**src/rtl/bp_cfg_boot_sequencer.sv**
```systemverilog
// bp_cfg_boot_sequencer: writes freeze/hart-id/cache-mode/boot-NPC to every core, then unfreezes all.
// Define BP_CFG_SEQ_TIMEOUT_EN to add the ack watchdog and the ERROR state.
//
//   state     | meaning
//   IDLE      | waiting for start after reset
//   CFG       | writing the five boot registers of core_cnt
//   UNFREEZE  | clearing freeze on core_cnt
//   DRAIN     | all writes issued, waiting for outstanding acks
//   DONE      | sequence complete, done held until next start
//   ERROR     | ack watchdog expired (watchdog build only)
module bp_cfg_boot_sequencer #(
    parameter int num_core_p       = 4,
    parameter int cfg_addr_width_p = 16,
    parameter int cfg_data_width_p = 64,
    parameter int vaddr_width_p    = 39,
    parameter int max_credits_p    = 4,
    parameter int timeout_p        = 1024,
    localparam int core_w_lp       = (num_core_p > 1) ? $clog2(num_core_p) : 1
) (
    input  logic                        clk_i,
    input  logic                        reset_i,
    input  logic                        start_i,
    input  logic [vaddr_width_p-1:0]    boot_pc_i,
    input  logic [1:0]                  icache_mode_i,
    input  logic [1:0]                  dcache_mode_i,
    output logic                        cfg_v_o,
    input  logic                        cfg_ready_i,
    output logic [core_w_lp-1:0]        cfg_core_o,
    output logic [cfg_addr_width_p-1:0] cfg_addr_o,
    output logic [cfg_data_width_p-1:0] cfg_data_o,
    input  logic                        ack_v_i,
    output logic                        busy_o,
    output logic                        done_o,
    output logic                        error_o
);

    localparam int cred_w_lp = $clog2(max_credits_p + 1);

    if (num_core_p < 1 || max_credits_p < 1 || timeout_p < 2) begin : g_bad_params
        $error("bp_cfg_boot_sequencer: invalid parameter value");
    end

`ifdef BP_CFG_SEQ_TIMEOUT_EN
    typedef enum logic [2:0] {
        ST_IDLE, ST_CFG, ST_UNFREEZE, ST_DRAIN, ST_DONE, ST_ERROR
    } state_e;
`else
    typedef enum logic [2:0] {
        ST_IDLE, ST_CFG, ST_UNFREEZE, ST_DRAIN, ST_DONE
    } state_e;
`endif

    state_e                   state_r, state_n;
    logic [2:0]               reg_cnt_r;
    logic [core_w_lp-1:0]     core_cnt_r;
    logic [cred_w_lp-1:0]     credits_r, credits_n;
    logic [vaddr_width_p-1:0] boot_pc_r;
    logic [1:0]               icache_mode_r, dcache_mode_r;

    logic fire, ack_eff, last_core, start_ok, busy_state, wd_hit;

    assign fire       = cfg_v_o & cfg_ready_i;
    assign ack_eff    = ack_v_i & (credits_r != '0);
    assign last_core  = (core_cnt_r == core_w_lp'(num_core_p - 1));
    assign busy_state = (state_r == ST_CFG) || (state_r == ST_UNFREEZE) || (state_r == ST_DRAIN);

`ifdef BP_CFG_SEQ_TIMEOUT_EN
    assign start_ok = start_i & ((state_r == ST_IDLE) | (state_r == ST_DONE) | (state_r == ST_ERROR));
`else
    assign start_ok = start_i & ((state_r == ST_IDLE) | (state_r == ST_DONE));
`endif

    always_comb begin
        credits_n = credits_r;
        if (fire && !ack_eff)
            credits_n = credits_r + cred_w_lp'(1);
        else if (!fire && ack_eff)
            credits_n = credits_r - cred_w_lp'(1);
    end

`ifdef BP_CFG_SEQ_TIMEOUT_EN
    localparam int wd_w_lp = $clog2(timeout_p + 1);
    logic [wd_w_lp-1:0] wd_r, wd_n;

    // Any ack is proof of life; an empty credit pool has nothing to wait for.
    always_comb begin
        wd_n = '0;
        if (busy_state && !ack_v_i && credits_r != '0)
            wd_n = wd_r + wd_w_lp'(1);
    end

    assign wd_hit = busy_state && (wd_n == wd_w_lp'(timeout_p - 1));

    always_ff @(posedge clk_i or posedge reset_i) begin
        if (reset_i)
            wd_r <= '0;
        else if (start_ok)
            wd_r <= '0;
        else
            wd_r <= wd_n;
    end

    assign error_o = (state_r == ST_ERROR);
`else
    assign wd_hit  = 1'b0;
    assign error_o = 1'b0;
`endif

    always_ff @(posedge clk_i or posedge reset_i) begin
        if (reset_i)
            state_r <= ST_IDLE;
        else
            state_r <= state_n;
    end

    always_comb begin
        state_n = state_r;
        unique case (state_r)
            ST_IDLE, ST_DONE: if (start_i) state_n = ST_CFG;
            ST_CFG:           if (fire && reg_cnt_r == 3'd4 && last_core) state_n = ST_UNFREEZE;
            ST_UNFREEZE:      if (fire && last_core) state_n = ST_DRAIN;
            ST_DRAIN:         if (credits_r == '0) state_n = ST_DONE;
`ifdef BP_CFG_SEQ_TIMEOUT_EN
            ST_ERROR:         if (start_i) state_n = ST_CFG;
`endif
            default:          state_n = ST_IDLE;
        endcase
`ifdef BP_CFG_SEQ_TIMEOUT_EN
        if (wd_hit)
            state_n = ST_ERROR;
`endif
    end

    always_ff @(posedge clk_i or posedge reset_i) begin
        if (reset_i) begin
            reg_cnt_r     <= '0;
            core_cnt_r    <= '0;
            credits_r     <= '0;
            boot_pc_r     <= '0;
            icache_mode_r <= '0;
            dcache_mode_r <= '0;
        end else if (start_ok) begin
            reg_cnt_r     <= '0;
            core_cnt_r    <= '0;
            credits_r     <= '0;
            boot_pc_r     <= boot_pc_i;
            icache_mode_r <= icache_mode_i;
            dcache_mode_r <= dcache_mode_i;
        end else begin
            credits_r <= credits_n;
            if (fire) begin
                if (state_r == ST_CFG && reg_cnt_r != 3'd4) begin
                    reg_cnt_r <= reg_cnt_r + 3'd1;
                end else begin
                    reg_cnt_r  <= '0;
                    core_cnt_r <= last_core ? '0 : core_cnt_r + core_w_lp'(1);
                end
            end
        end
    end

    always_comb begin
        cfg_v_o    = 1'b0;
        cfg_core_o = '0;
        cfg_addr_o = '0;
        cfg_data_o = '0;
        busy_o     = 1'b0;
        done_o     = 1'b0;
        unique case (state_r)
            ST_CFG: begin
                cfg_v_o    = (credits_r < cred_w_lp'(max_credits_p));
                busy_o     = 1'b1;
                cfg_core_o = core_cnt_r;
                unique case (reg_cnt_r)
                    3'd0: begin
                        cfg_addr_o = cfg_addr_width_p'(16'h0002);
                        cfg_data_o = cfg_data_width_p'(1);
                    end
                    3'd1: begin
                        cfg_addr_o = cfg_addr_width_p'(16'h0004);
                        cfg_data_o = cfg_data_width_p'(core_cnt_r);
                    end
                    3'd2: begin
                        cfg_addr_o = cfg_addr_width_p'(16'h0006);
                        cfg_data_o = cfg_data_width_p'(icache_mode_r);
                    end
                    3'd3: begin
                        cfg_addr_o = cfg_addr_width_p'(16'h0007);
                        cfg_data_o = cfg_data_width_p'(dcache_mode_r);
                    end
                    default: begin
                        cfg_addr_o = cfg_addr_width_p'(16'h0008);
                        cfg_data_o = cfg_data_width_p'(boot_pc_r);
                    end
                endcase
            end
            ST_UNFREEZE: begin
                cfg_v_o    = (credits_r < cred_w_lp'(max_credits_p));
                busy_o     = 1'b1;
                cfg_core_o = core_cnt_r;
                cfg_addr_o = cfg_addr_width_p'(16'h0002);
            end
            ST_DRAIN: busy_o = 1'b1;
            ST_DONE:  done_o = 1'b1;
            default: ;
        endcase
    end

`ifndef SYNTHESIS
    // An ack with nothing outstanding is dropped; flag it without stopping simulation.
    always @(posedge clk_i) begin
        if (!reset_i)
            assert (!(ack_v_i && credits_r == '0))
            else $warning("bp_cfg_boot_sequencer: stray ack ignored");
    end
`endif

endmodule

```
**config.mk**
```make
export PLATFORM = sky130hd
export DESIGN_NAME = bp_cfg_boot_sequencer
export DESIGN_NICKNAME = d
export VERILOG_FILES = /design/src/rtl/bp_cfg_boot_sequencer.sv
export SDC_FILE = /design/constraint.sdc
export NUM_CORES = 1
export LEC_CHECK = 0
export ABC_AREA = 0
export CORE_UTILIZATION = 39
export DETAILED_ROUTE_END_ITERATION = 16
export GPL_TIMING_DRIVEN = 0
export PLACE_DENSITY = 0.77
export SYNTH_ARGS = -nofsm -noshare
export SYNTH_HDL_FRONTEND = slang
export SYNTH_SLANG_ARGS = --single-unit
```
**constraint.sdc**
```tcl
create_clock -name clk_i -period 1.8 [get_ports clk_i]
set_input_delay 0.27 -clock clk_i [delete_from_list [all_inputs] [get_ports clk_i]]
set_output_delay 0.27 -clock clk_i [all_outputs]
set_load 0.02 [all_outputs]
```
==> reports/results.ini, run 1 <==
[status]
status = finished, violations left
violations = setup timing

[finish]
final_cell_mix = nand2_1, buf_4, dfrtp_1, clkdlybuf4s50_1, conb_1
fillCellCount = 702
antenna_cells = 0
multi_input_area_um2 = 1780
seqCellArea_um2 = 1360
nets = 592
syn_to_final_growth_pct = 60.1
postLayoutCoreUtil_pct = 64.2
layoutNonFillerInstCount = 640
drive_above_1_share_pct = 38.8
post-route-cell-area_um2 = 4930
final_common_cell = nand2_1

[setup_path]
worstPathRequired_ps = 1530
critical_path.max_fanout = 10
critPathTopFamily = simple AND/OR/NAND/NOR gates
crit_start = reg_cnt_r[1]
reg2reg_from = state_r[1]
slowest_stage = dfrtp_2
r2r.worst_path.cells = 9
r2r_slack_ps = -160
worstSetupStartpointType = flop
cp-end-kind = output pin
path_cells = inv_2 -> ha_2 -> or3_4 -> a21oi_4 -> buf_6 -> buf_8 -> and3_4 -> buf_4
critPathMaxStageDelay_ps = 420
path_buf_inv = 4
crit_type = flop to output pin
rr_endpoint = credits_r[2]
arrival_ps = 2160

[sta]
slew_viol_final = 0
min_period_ps = 2430
max_freq_mhz = 412
maxSlewHeadroom_pct = 63.0
fin_ws_ps = -627
rsz0062_at_grt = true
whs_ps = 212
setup_viol = 47
setup_tns_ps = -23210
worst_pin_slew_ps = 555
finalCritPeriodShare_pct = 135
skew_ps = 7.54
hold_viol = 0

[pwr]
max-vdd-ir-drop_uv = 642
p_leak_nw = 2.53
pwr_density_cell_nw_per_um2 = 1480

[clocking]
clk_transition_reported_paths_ps = 100
cts_root_buffer = clkbuf_8
clockBufferDepth = 2
clock_latency_ps = 300
cts-buffers-inserted = 5
cts-htree-levels = 2
hold_buffers = 0
cts.sinks = 54
cts_tree = done

[synth]
synth_seq_cells = 54
synth_area_leaders = dfrtp_1, nand2_1, buf_4, and3_1, ha_1
synthArstFlopShare_pct = 100
synth-edff-count = 0
yosys_most_used_dff = dfrtp_1
netlist_area_um2 = 3080
yosysTopAreaCellShare_pct = 43.8
syn_avg_cell_area_um2 = 8.22
synth_cells = 375
synth_seq_area_share_pct = 43.8
yosysWarnings = 0
synth_top_cell_by_area = dfrtp_1
ys_types = 43

[routing]
vias_per_cell = 4.62
wl_per_cell_um = 13.3
firstDrtPassIters = 4
finalWirelength_um = 8510
drt_iter0_drc = 99
post-route-drc-count = 0
ant_nets = 0
num_vias = 2954

[grt]
grt_pass1_wl_um = 13500
grt_pass1_vias = 2865
gr-total-overflow = 0
antenna_found_initial = 0
grt_max_degree = 44
grt.total_usage_pct = 20.1

[floorplan]
fp.coreArea_um2 = 7690
die_width_um = 90.9
start_util_pct = 40.1
die_h_um = 90.9
num_rows = 32
io-pin-count = 134
dieArea_um2 = 8260

[placed_design]
hpwlAfterDp_um = 5840
placed_area_um2 = 4520
dp.cells = 610
io_buffers = 95
gp_congestion = 0.798

[worst_hold_path]
hp-class = primary input to asynchronous set/reset pin

[job]
drv_cap = 0

## layout make-up
type | count | share of cell area [%]
clock inverters | 2 | 0.254
well taps | 102 | 2.59
plain buffers | 57 | 8.75
multi-input cells | 288 | 36.1
repair buffers | 120 | 22.3
clock buffers | 6 | 1.67
inverters | 11 | 0.887
flip-flops and latches | 54 | 27.5
## synth_stat cells, types with 2 or more instances
master / count
dfrtp_1: 54
inv_1: 11
nand2_1: 136
ha_1: 6
a21oi_1: 5
nand3_1: 2
or3_1: 2
and2_1: 4
o21ai_0: 6
nor3b_1: 3
and3_1: 37
nor3_1: 5
buf_4: 41
buf_2: 8
nor2_1: 15
a222oi_1: 3
clkbuf_1: 9
o21ai_1: 3
## layer usage
layer	vias up	share of wire, %	GRT usage, %
met1	1407	42	26.2
met4	0	0.81	3.31
met2	77	53	35.7
met5	-	0	0
li1	1462	-	-
met3	8	4.3	2.95
## flip-flops by register name, indices dropped and copies added (netlist names)
| register | count |
|---|---|
| boot_pc_r | 39 |
| dcache_mode_r | 2 |
| credits_r | 3 |
| reg_cnt_r | 3 |
| state_r | 3 |
| core_cnt_r | 2 |
| icache_mode_r | 2 |
## worst max-delay path by stage
stage | to | slack (ps) | cells past startpoint
final | cfg_data_o[36] | -630 | 8
after global routing | cfg_data_o[36] | -720 | 8
after CTS | cfg_data_o[21] | -660 | 6
after detailed placement | cfg_data_o[9] | -820 | 8
after global placement | cfg_data_o[6] | -820 | 7
after floorplan | cfg_data_o[18] | -80 | 7
## worst register-to-register path, cell delays in order (launching register included)
cell	delay (ps)
dfrtp_2	460
buf_6	150
xnor2_4	180
buf_6	120
nor3b_4	40
fa_2	350
nand2_2	80
nor3_1	40
a222oi_1	320
nor2_1	80
## per-stage QoR
step	power, mW	worst slack, ps
final	7.32	-627
after global routing	7.75	-721
after global placement	5.82	-822
after CTS	6.87	-659
after floorplan	4.35	-78.5
after detailed placement	5.90	-821
## power by group
group	total, mW	internal, mW	switching [mW]
sequential	1.63	1.44	0.195
clock	0.712	0.310	0.402
combinational	4.97	2.49	2.48
## kinds of logic after synthesis
family | share of synthesized area, %
fa+ha+maj | 3.08
compound gates | 6.45
simple gates | 31.8
flops | 43.8
xor+xnor | 0.812
buf+inv | 13.9
other cells | 0.122
## timing repair
action,in CTS,in global routing
pin swaps,8,7
cloned,1,2
hold endpoints to repair,0,0
resized for setup,266,49
buffers inserted,11,12
endpoints found under the setup margin,50,58
Note: power is estimated with default switching activity, not from simulation.
==> run 2: changes to the inputs <==
--- a/config.mk
+++ b/config.mk
@@ -10,6 +10,7 @@
 export DETAILED_ROUTE_END_ITERATION = 16
 export GPL_TIMING_DRIVEN = 0
 export PLACE_DENSITY = 0.77
+export SETUP_SLACK_MARGIN = 0.05
 export SYNTH_ARGS = -nofsm -noshare
 export SYNTH_HDL_FRONTEND = slang
 export SYNTH_SLANG_ARGS = --single-unit
==> run 2 against run 1 <==
Compared with the run above:
- the run still ends with setup timing left
- clock power rose by 15%
- first-iteration DRC count grew 39%
- die area is the same
- critical endpoint is now cfg_data_o[32]
- largest cell class unchanged
==> reports/results.ini, run 2 (same netlist as run 1, synthesis figures left out) <==
[status]
status = finished, violations left
violations = setup timing

[finish]
nets = 600
antenna_cells = 0
layoutNonFillerInstCount = 648
largest_reg_flops = 39
final_cell_mix = nand2_1, buf_4, buf_6, dfrtp_1, clkdlybuf4s50_1
syn_to_final_growth_pct = 72.1
fillCellCount = 625
final_common_cell = nand2_1
top_register = boot_pc_r
postLayoutCoreUtil_pct = 69.0
drive_above_1_share_pct = 41.6

[grt]
gr-total-overflow = 0
grt_max_degree = 29
antenna_found_initial = 0
grt_pass1_vias = 2670
grt_pass1_wl_um = 12800
grt.total_usage_pct = 19.2

[placed_design]
dp.cells = 610
gp_congestion = 0.802
hpwlAfterDp_um = 5790
io_buffers = 95

[pwr]
p_leak_nw = 2.68
max-vdd-ir-drop_uv = 615
pwr_density_cell_nw_per_um2 = 1590
p_total_mw = 8.42

[sta]
max_freq_mhz = 398
rsz0062_at_grt = true
finalCritPeriodShare_pct = 139
hold_viol = 0
maxSlewHeadroom_pct = 60.0
min_period_ps = 2510
slew_viol_final = 0
setup_tns_ps = -25780
whs_ps = 341
skew_ps = 7.97
setup_viol = 45
worst_pin_slew_ps = 599
fin_ws_ps = -710

[clocking]
cts_root_buffer = clkbuf_8
cts-htree-levels = 2
hold_buffers = 0
cts.sinks = 54
cts-buffers-inserted = 5
clock_latency_ps = 310
cts_tree = done
clk_transition_reported_paths_ps = 100
clockBufferDepth = 2

[setup_path]
worstSetupStartpointType = flop
cp-end-kind = output pin
worstPathRequired_ps = 1530
crit_type = flop to output pin
critical_path.max_fanout = 7
arrival_ps = 2240

[floorplan]
num_rows = 32
fp.coreArea_um2 = 7690
start_util_pct = 40.1
dieArea_um2 = 8260
die_width_um = 90.9
die_h_um = 90.9
io-pin-count = 134

[job]
drv_cap = 0

[routing]
vias_per_cell = 4.61
num_vias = 2989
wl_per_cell_um = 13.4
firstDrtPassIters = 4
ant_nets = 0
drt_iter0_drc = 138
post-route-drc-count = 0
finalWirelength_um = 8660

[worst_hold_path]
hp-class = primary input to asynchronous set/reset pin

run 2: final cells by class:
cell class / count / area [um^2] / share of cell area [%]
timing repair buffer: 126 / 1320 / 24.9
inverter: 11 / 43.8 / 0.825
clock inverter: 2 / 37.5 / 0.708
clock buffer: 6 / 72.6 / 1.37
sequential: 54 / 1360 / 25.6
multi-input combinational: 288 / 1860 / 35.0
tap: 102 / 128 / 2.41
buffer: 59 / 487 / 9.17
run 2: report_power, final:
part	switching [mW]	total (mW)	internal, mW
clock network	0.405	0.821	0.416
logic	2.73	5.96	3.23
registers	0.195	1.63	1.44
run 2: critical path: stages, from the launching register on:
cell and delay [ps]:
dfrtp_1 440, inv_2 90, ha_4 170, or3_4 370
a21oi_4 240, buf_8 190, clkbuf_16 150, and3_4 170
buf_6 110
run 2: path summary, 6_finish.rpt:
check	from	to	slack (ps)	cells after the start
min in group clk_i	boot_pc_i[35]	boot_pc_r[35]	480	3
min reg2reg	boot_pc_r[37]	boot_pc_r[37]	480	2
max reg2reg	state_r[1]	credits_r[2]	-50	9
max	reg_cnt_r[1]	cfg_data_o[32]	-710	8
max in group asynchronous	reset_i	boot_pc_r[24]	900	3
min	reset_i	boot_pc_r[35]	340	2
run 2: repair_timing:
item / 4_1_cts / 5_1_grt
gates resized for setup: 276 / 99
pin swaps: 6 / 15
setup endpoints to repair: 50 / 93
buffers inserted: 11 / 13
gates cloned: 2 / 4
run 2: routing by layer:
metal / wire length [um] / GRT usage, % / up-vias
met4: 99 / 3.70 / 0
met5: 0 / 0 / -
li1: - / - / 1475
met3: 378 / 3.45 / 10
met1: 3760 / 24.3 / 1414
met2: 4420 / 34.3 / 90
run 2: through the flow:
stage	instance area, um^2	setup slack [ps]
after global routing	5310	-764
after floorplan	3430	-78.5
after CTS	4810	-689
after global placement	4510	-821
final	5310	-710
after detailed placement	4530	-832
==> run 3: changes to the inputs <==
--- a/config.mk
+++ b/config.mk
@@ -5,7 +5,6 @@
 export SDC_FILE = /design/constraint.sdc
 export NUM_CORES = 1
 export LEC_CHECK = 0
-export ABC_AREA = 0
 export CORE_UTILIZATION = 39
 export DETAILED_ROUTE_END_ITERATION = 16
 export GPL_TIMING_DRIVEN = 0
==> results of run 3 <==
The final DEF is identical to that of run 2; final timing and power are the same.
